==> src/rtl/wbs_mem_ctrl.sv <==
// wbs_mem_ctrl: Wishbone slave front-end for the accelerator. It decodes the
// register window and four 64-bit SRAM regions, packs 32-bit bus halves into
// SRAM words, and keeps the bus off the SRAMs while the search FSM is busy.
module wbs_mem_ctrl #(
  parameter int          MEM_ADDR_WIDTH = 13,
  parameter logic [31:0] BASE_ADDR      = 32'h3000_0000
) (
  input  logic                      clk,
  input  logic                      rst_n,
  input  logic                      wbs_cyc_i,
  input  logic                      wbs_stb_i,
  input  logic                      wbs_we_i,
  input  logic [3:0]                wbs_sel_i,
  input  logic [31:0]               wbs_adr_i,
  input  logic [31:0]               wbs_dat_i,
  output logic                      wbs_ack_o,
  output logic [31:0]               wbs_dat_o,
  output logic                      mode_o,
  output logic                      debug_o,
  output logic                      fsm_start_o,
  input  logic                      fsm_busy_i,
  input  logic                      fsm_done_i,
  output logic [3:0]                mem_sel_o,
  output logic                      mem_csb_o,
  output logic                      mem_web_o,
  output logic [MEM_ADDR_WIDTH-1:0] mem_addr_o,
  output logic [63:0]               mem_wdata_o,
  input  logic [63:0]               mem_rdata_i
);

  typedef enum logic [1:0] {IDLE, ACCESS, RESP} state_t;

  state_t      state_reg;
  logic [31:0] hold_reg;      // lower half waiting for its upper-half partner
  logic        done_reg;      // sticky FSM completion
  logic        conflict_reg;  // sticky "bus hit a busy SRAM"
  logic        rd_pass_reg;   // current ack carries SRAM read data
  logic        rd_half_reg;   // which half of the SRAM word to return
  logic [31:0] dat_reg;       // non-SRAM read data, nonzero only with ack

  // Byte lanes and the sub-word address bits carry no information here.
  logic unused_ok;
  assign unused_ok = ^{wbs_sel_i, wbs_adr_i[1:0]};

  logic       req, base_hit, half, is_reg, is_mem, is_node, mem_to_sram;
  logic [3:0] region;
  logic [2:0] reg_off;
  logic [3:0] sel_dec;

  assign req      = wbs_cyc_i & wbs_stb_i;
  assign base_hit = (wbs_adr_i[31:20] == BASE_ADDR[31:20]);
  assign region   = wbs_adr_i[19:16];
  assign half     = wbs_adr_i[2];
  assign reg_off  = wbs_adr_i[4:2];
  assign is_reg   = base_hit && (region == 4'd0);
  assign is_mem   = base_hit && (region >= 4'd1) && (region <= 4'd4);
  assign is_node  = (region == 4'd4);
  assign sel_dec  = is_mem ? (4'b0001 << (region - 4'd1)) : 4'b0000;

  // Reads always touch the SRAM; node words are written from the lower half
  // alone, the other regions only once the upper half completes the word.
  assign mem_to_sram = is_mem && !fsm_busy_i &&
                       (!wbs_we_i || (is_node ? !half : half));

  // Register-window read mux, sampled in IDLE.
  logic [31:0] reg_rdata;
  always_comb begin
    reg_rdata = 32'b0;
    case (reg_off)
      3'd0:    reg_rdata = {31'b0, mode_o};
      3'd1:    reg_rdata = {31'b0, debug_o};
      3'd2:    reg_rdata = {31'b0, done_reg};
      3'd4:    reg_rdata = {30'b0, conflict_reg, fsm_busy_i};
      default: reg_rdata = 32'b0;
    endcase
  end

  // SRAM read data arrives one cycle after the strobe, i.e. in the ack
  // cycle, so it is steered straight from the SRAM output register.
  assign wbs_dat_o = (rd_pass_reg && wbs_ack_o)
                   ? (rd_half_reg ? mem_rdata_i[63:32] : mem_rdata_i[31:0])
                   : dat_reg;

  // Request FSM with registered bus, SRAM and control outputs.
  always_ff @(posedge clk or negedge rst_n) begin
    if (!rst_n) begin
      state_reg    <= IDLE;
      hold_reg     <= 32'b0;
      done_reg     <= 1'b0;
      conflict_reg <= 1'b0;
      rd_pass_reg  <= 1'b0;
      rd_half_reg  <= 1'b0;
      dat_reg      <= 32'b0;
      wbs_ack_o    <= 1'b0;
      mode_o       <= 1'b0;
      debug_o      <= 1'b0;
      fsm_start_o  <= 1'b0;
      mem_sel_o    <= 4'b0;
      mem_csb_o    <= 1'b1;
      mem_web_o    <= 1'b1;
      mem_addr_o   <= '0;
      mem_wdata_o  <= 64'b0;
    end else begin
      fsm_start_o <= 1'b0;
      // An accepted start below overrides a coincident done.
      if (fsm_done_i) done_reg <= 1'b1;
      case (state_reg)
        IDLE: begin
          if (req) begin
            if (mem_to_sram) begin
              state_reg   <= ACCESS;
              mem_csb_o   <= 1'b0;
              mem_web_o   <= ~wbs_we_i;
              mem_sel_o   <= sel_dec;
              mem_addr_o  <= wbs_adr_i[3 +: MEM_ADDR_WIDTH];
              rd_pass_reg <= ~wbs_we_i;
              rd_half_reg <= half;
              if (wbs_we_i)
                mem_wdata_o <= is_node ? {32'b0, wbs_dat_i} : {wbs_dat_i, hold_reg};
            end else begin
              state_reg <= RESP;
              wbs_ack_o <= 1'b1;
              if (is_mem && fsm_busy_i) begin
                conflict_reg <= 1'b1;
              end else if (is_mem) begin
                // Lower-half write to a packed region; node upper halves drop.
                if (!is_node) hold_reg <= wbs_dat_i;
              end else if (is_reg) begin
                if (wbs_we_i) begin
                  case (reg_off)
                    3'd0: mode_o  <= wbs_dat_i[0];
                    3'd1: debug_o <= wbs_dat_i[0];
                    3'd3: begin
                      if (!fsm_busy_i) begin
                        fsm_start_o <= 1'b1;
                        done_reg    <= 1'b0;
                      end
                    end
                    3'd4: conflict_reg <= 1'b0;
                    default: ;
                  endcase
                end else begin
                  dat_reg <= reg_rdata;
                end
              end
            end
          end
        end
        ACCESS: begin
          mem_csb_o <= 1'b1;
          mem_web_o <= 1'b1;
          mem_sel_o <= 4'b0;
          wbs_ack_o <= 1'b1;
          state_reg <= RESP;
        end
        RESP: begin
          wbs_ack_o   <= 1'b0;
          dat_reg     <= 32'b0;
          rd_pass_reg <= 1'b0;
          state_reg   <= IDLE;
        end
        default: state_reg <= IDLE;
      endcase
    end
  end

endmodule

==> config.mk <==
export PLATFORM = sky130hd
export DESIGN_NAME = wbs_mem_ctrl
export DESIGN_NICKNAME = d
export VERILOG_FILES = /design/src/rtl/wbs_mem_ctrl.sv
export SDC_FILE = /design/constraint.sdc
export NUM_CORES = 1
export LEC_CHECK = 0
export CORE_MARGIN = 4
export CORE_UTILIZATION = 39
export DETAILED_ROUTE_END_ITERATION = 16
export HOLD_SLACK_MARGIN = 0.02
export PLACE_DENSITY = 0.78
export RECOVER_POWER = 25
export REMOVE_ABC_BUFFERS = 1
export SLEW_MARGIN = 20
export SYNTH_ARGS = -nofsm -noshare
export SYNTH_HDL_FRONTEND = slang
export SYNTH_SLANG_ARGS = --single-unit
==> constraint.sdc <==
create_clock -name clk -period 1.8 [get_ports clk]
set_input_delay 0.36 -clock clk [delete_from_list [all_inputs] [get_ports clk]]
set_output_delay 0.36 -clock clk [all_outputs]
set_load 0.005 [all_outputs]
==> results <==
## metrics by stage
stage | setup TNS, ps | setup WS, ps
global route | -11540 | -210.9
floorplan | -300300 | -3591
CTS | -4222 | -168.8
finish | -5768 | -151.4
detailed placement | -113420 | -1069
global placement | -106750 | -966.6
## cell type report
type / count / area [um2]
flip-flops and latches: 127 / 3182
inverters: 5 / 23.77
fillers: 963 / 3929
multi-input cells: 398 / 3282
clock inverters: 13 / 162.7
clock buffers: 19 / 442.9
well taps: 184 / 230.2
repair buffers: 339 / 3502
## layout by cell type (no fill, tap or decap), types with 3 or more instances in the layout
| cell type | n |
|---|---|
| buf_12 | 7 |
| buf_16 | 19 |
| buf_2 | 40 |
| buf_4 | 49 |
| buf_6 | 10 |
| buf_8 | 3 |
| bufinv_16 | 3 |
| clkbuf_16 | 18 |
| clkdlybuf4s15_1 | 3 |
| clkdlybuf4s50_1 | 196 |
| clkinv_2 | 4 |
| clkinv_4 | 4 |
| dfrtp_1 | 124 |
| dlygate4sd2_1 | 6 |
| inv_1 | 3 |
| inv_6 | 3 |
| mux2_2 | 48 |
| mux2i_1 | 60 |
| mux2i_2 | 4 |
| nand2_1 | 42 |
| nand2_2 | 22 |
| nand2_4 | 42 |
| nand2b_1 | 5 |
| nand3_1 | 5 |
| nand3b_1 | 4 |
| nand4_1 | 3 |
| nor2_1 | 46 |
| nor3_1 | 3 |
| o21ai_0 | 3 |
| o21ai_1 | 25 |
| o21ai_2 | 40 |
| o21ai_4 | 3 |
## kinds of logic after synthesis
| group | Yosys count | share of synthesized area |
|---|---|---|
| and+or+nand+nor | 193 | 0.1452 |
| muxes | 112 | 0.1978 |
| AOI/OAI and AO/OA | 89 | 0.08340 |
| adders and majority gates | 2 | 0.004190 |
| xor gates and xnor gates | 2 | 0.002934 |
| DFF | 127 | 0.5327 |
| buffers and inverters | 41 | 0.03374 |
## power groups by stage
| stage | sequential, mW | clock, mW | combinational [mW] |
|---|---|---|---|
| floorplan | 2.92 | 0 | 0.121 |
| finish | 2.86 | 3.54 | 0.648 |
| global placement | 2.92 | 0 | 0.588 |
| global route | 2.86 | 3.72 | 0.699 |
| detailed placement | 2.92 | 0 | 0.601 |
| CTS | 2.86 | 3.57 | 0.624 |
## final timing paths
path / to / slack (ps) / cells after the start
max: wbs_dat_o[27] / -150 / 6
min: mem_web_o / 410 / 5
max reg2reg: mem_wdata_o[29] / -90 / 8
min reg2reg: mem_csb_o / 470 / 2
max in group asynchronous: hold_reg[27] / 160 / 3
min in group asynchronous: mem_wdata_o[58] / 690 / 2
## what timing repair did
item | CTS | global route
buffers inserted | 25 | 5
gates resized for setup | 391 | 79
gates cloned | 17 | 1
pin swaps | 86 | 34
hold buffers | 1 | 0
endpoints found under the hold margin | 15 | 0
endpoints found under the setup margin | 160 | 142
## per-layer routing
layer / up-vias / global-route usage
met1: 2872 / 0.2778
met3: 51 / 0.09542
met4: 2 / 0.08635
li1: 2613 / -
met5: - / 0
met2: 253 / 0.4636
## worst max-delay path: stages (launching register included)
cell	delay, ps
dfrtp_2	440
buf_12	150
buf_8	130
buf_6	110
mux2i_1	160
nor2_1	60
buf_2	130
==> summary.md <==
| Metric | Value |
|---|---|
| Final setup fails | 90 |
| Hold Crit Class | in2reg |
| Vias in the first global route | 6253 |
| Root buf cell | clkbuf_16 |
| DP HPWL | 13.19 mm |
| Static Leakage | 5.037 nW |
| CTS Buf Count | 17 |
| Post-route cell area | 0.01083 mm2 |
| Synth area leader | dfrtp_1 |
| Peak fanout along the critical path | 7 |
| Shortest period the worst path allows | roughly 2000 ps |
| WHS | between 400 and 500 ps |
| Worst skew pair latency | slightly above 400 ps |
| Gate Count Post-Synth | about 570 |
| Vias per cell | about 5.3 |
| I/O pin cnt | between 200 and 300 |
| Pin count of the biggest net entering global routing | 56 |
| Slew Viols, Final | 0 |
| Routed Antenna Nets | 0 |
| Count of final hold-check violations | 0 |
| P per Cell Area | about 650 mW/mm2 |
| Clock Skews | approximately 5.8 ps |
| Max reg flops | 64 |
| DP Area | ~0.0090 mm2 |
| Power Total | 7.052 mW |
| Wire per inst | ~21 um |
| CP endpoint kind | output port |
| RePlAce Congestion | 0.8530 |
| DR top layer | met5 |
| # placed instances | between 1000 and 1500 |
| Finished Layout Cells | 1085 |
| Startpoint Class | flop |
| WL met3 | about 1.9 mm |
| Final WL | approximately 23 mm |
| Worst Slack Setup Final | -151.4 ps |
| Sequential area share after synthesis | 0.5327 |
| Number of distinct library cells after synthesis | 46 |
| Area Growth Syn to Fin | 81.31% |
| Clock power frac | 0.502 |
| Dominant cells by area after synthesis | dfrtp_1 52%, mux2i_1 11%, mux2_2 9.1%, nand2_1 6.7%, o21ai_0 5.0% |
| IO Port Bufs | ~250 |
| Combinational power share | 0.092 |
| Syn_area_per_cell | 10.55 um2 |
| Synth top area share | 0.5239 |
| Post-synth top flop | dfrtp_1 |
| Die footprint | between 0.015 and 0.02 mm2 |
| Largest buffer count on any clock path | 2 |
| Rows | 44 |
| Switching Share | 0.2261 |
| Worst-path clk slew | 60 ps |
| Chip Width | around 130 um |
| Worst Path Required | roughly 1400 ps |
| Setup CP Type | reg2out |
| Commonest cells in the netlist | 125 x dfrtp_1, 106 x nand2_1, 64 x mux2i_1 |
| Core ar. | approximately 0.015 mm2 |
| Failing checks | negative setup slack |
| M1 WL | 8.614 mm |
| Mapped cell area | 0.005971 mm2 |
| Sw Pwr | around 1.6 mW |
| Total gr overflow | 0 |
| Ys Warns | 0 |
| Share of cells above drive strength 1 | 0.3807 |
| CTS sink cnt | between 100 and 150 |
| Die height | roughly 130 um |
| Metal2 WL | around 12 mm |
| P_int | 5.458 mW |
| Status | finished, violations left |
| First-pass GRT wire length | approximately 35 mm |
| Worst slew margin | 0.2441 |
| Asr flop ratio synth | 1.000 |
| Leading cell type by number of instances after synthesis | dfrtp_1 |
| Drt first pass iters | 4 |
| Vias | just under 6000 |
| Final core utilization | 0.7337 |
| Synthesized flop and latch total | between 100 and 150 |
| Fmax | 512.5 MHz |
| Hold Crit Start | wbs_adr_i[19] |
| Measured slew at the worst slew-check pin | between 1000 and 1500 ps |
| Period utilization | 1.084 |
| CTS tree | done |
| 1st-iter DRT viols | roughly 280 |
| CP Data Arrival Time | 1590 ps |
| Drc violations | 0 |
| Initial Util | 0.4047 |
| Number of enable flip-flop cells after synthesis | 0 |
| Worst r2r src | state_reg[1] |
| Final nets | 1029 |
| # diodes | 0 |
| Htree depth | 4 |
| GRT Resource Usage Total | 0.2568 |
| Setup crit start | rd_half_reg |
| Share of total power in sequential cells | 0.406 |
| RSZ-0062 raised after global routing | true |
| Peak supply drop | roughly 0.00056 V |
| Initial antenna violation count | 1 |
| Max-cap violations | 0 |
Power figures use the tool's default switching activity.
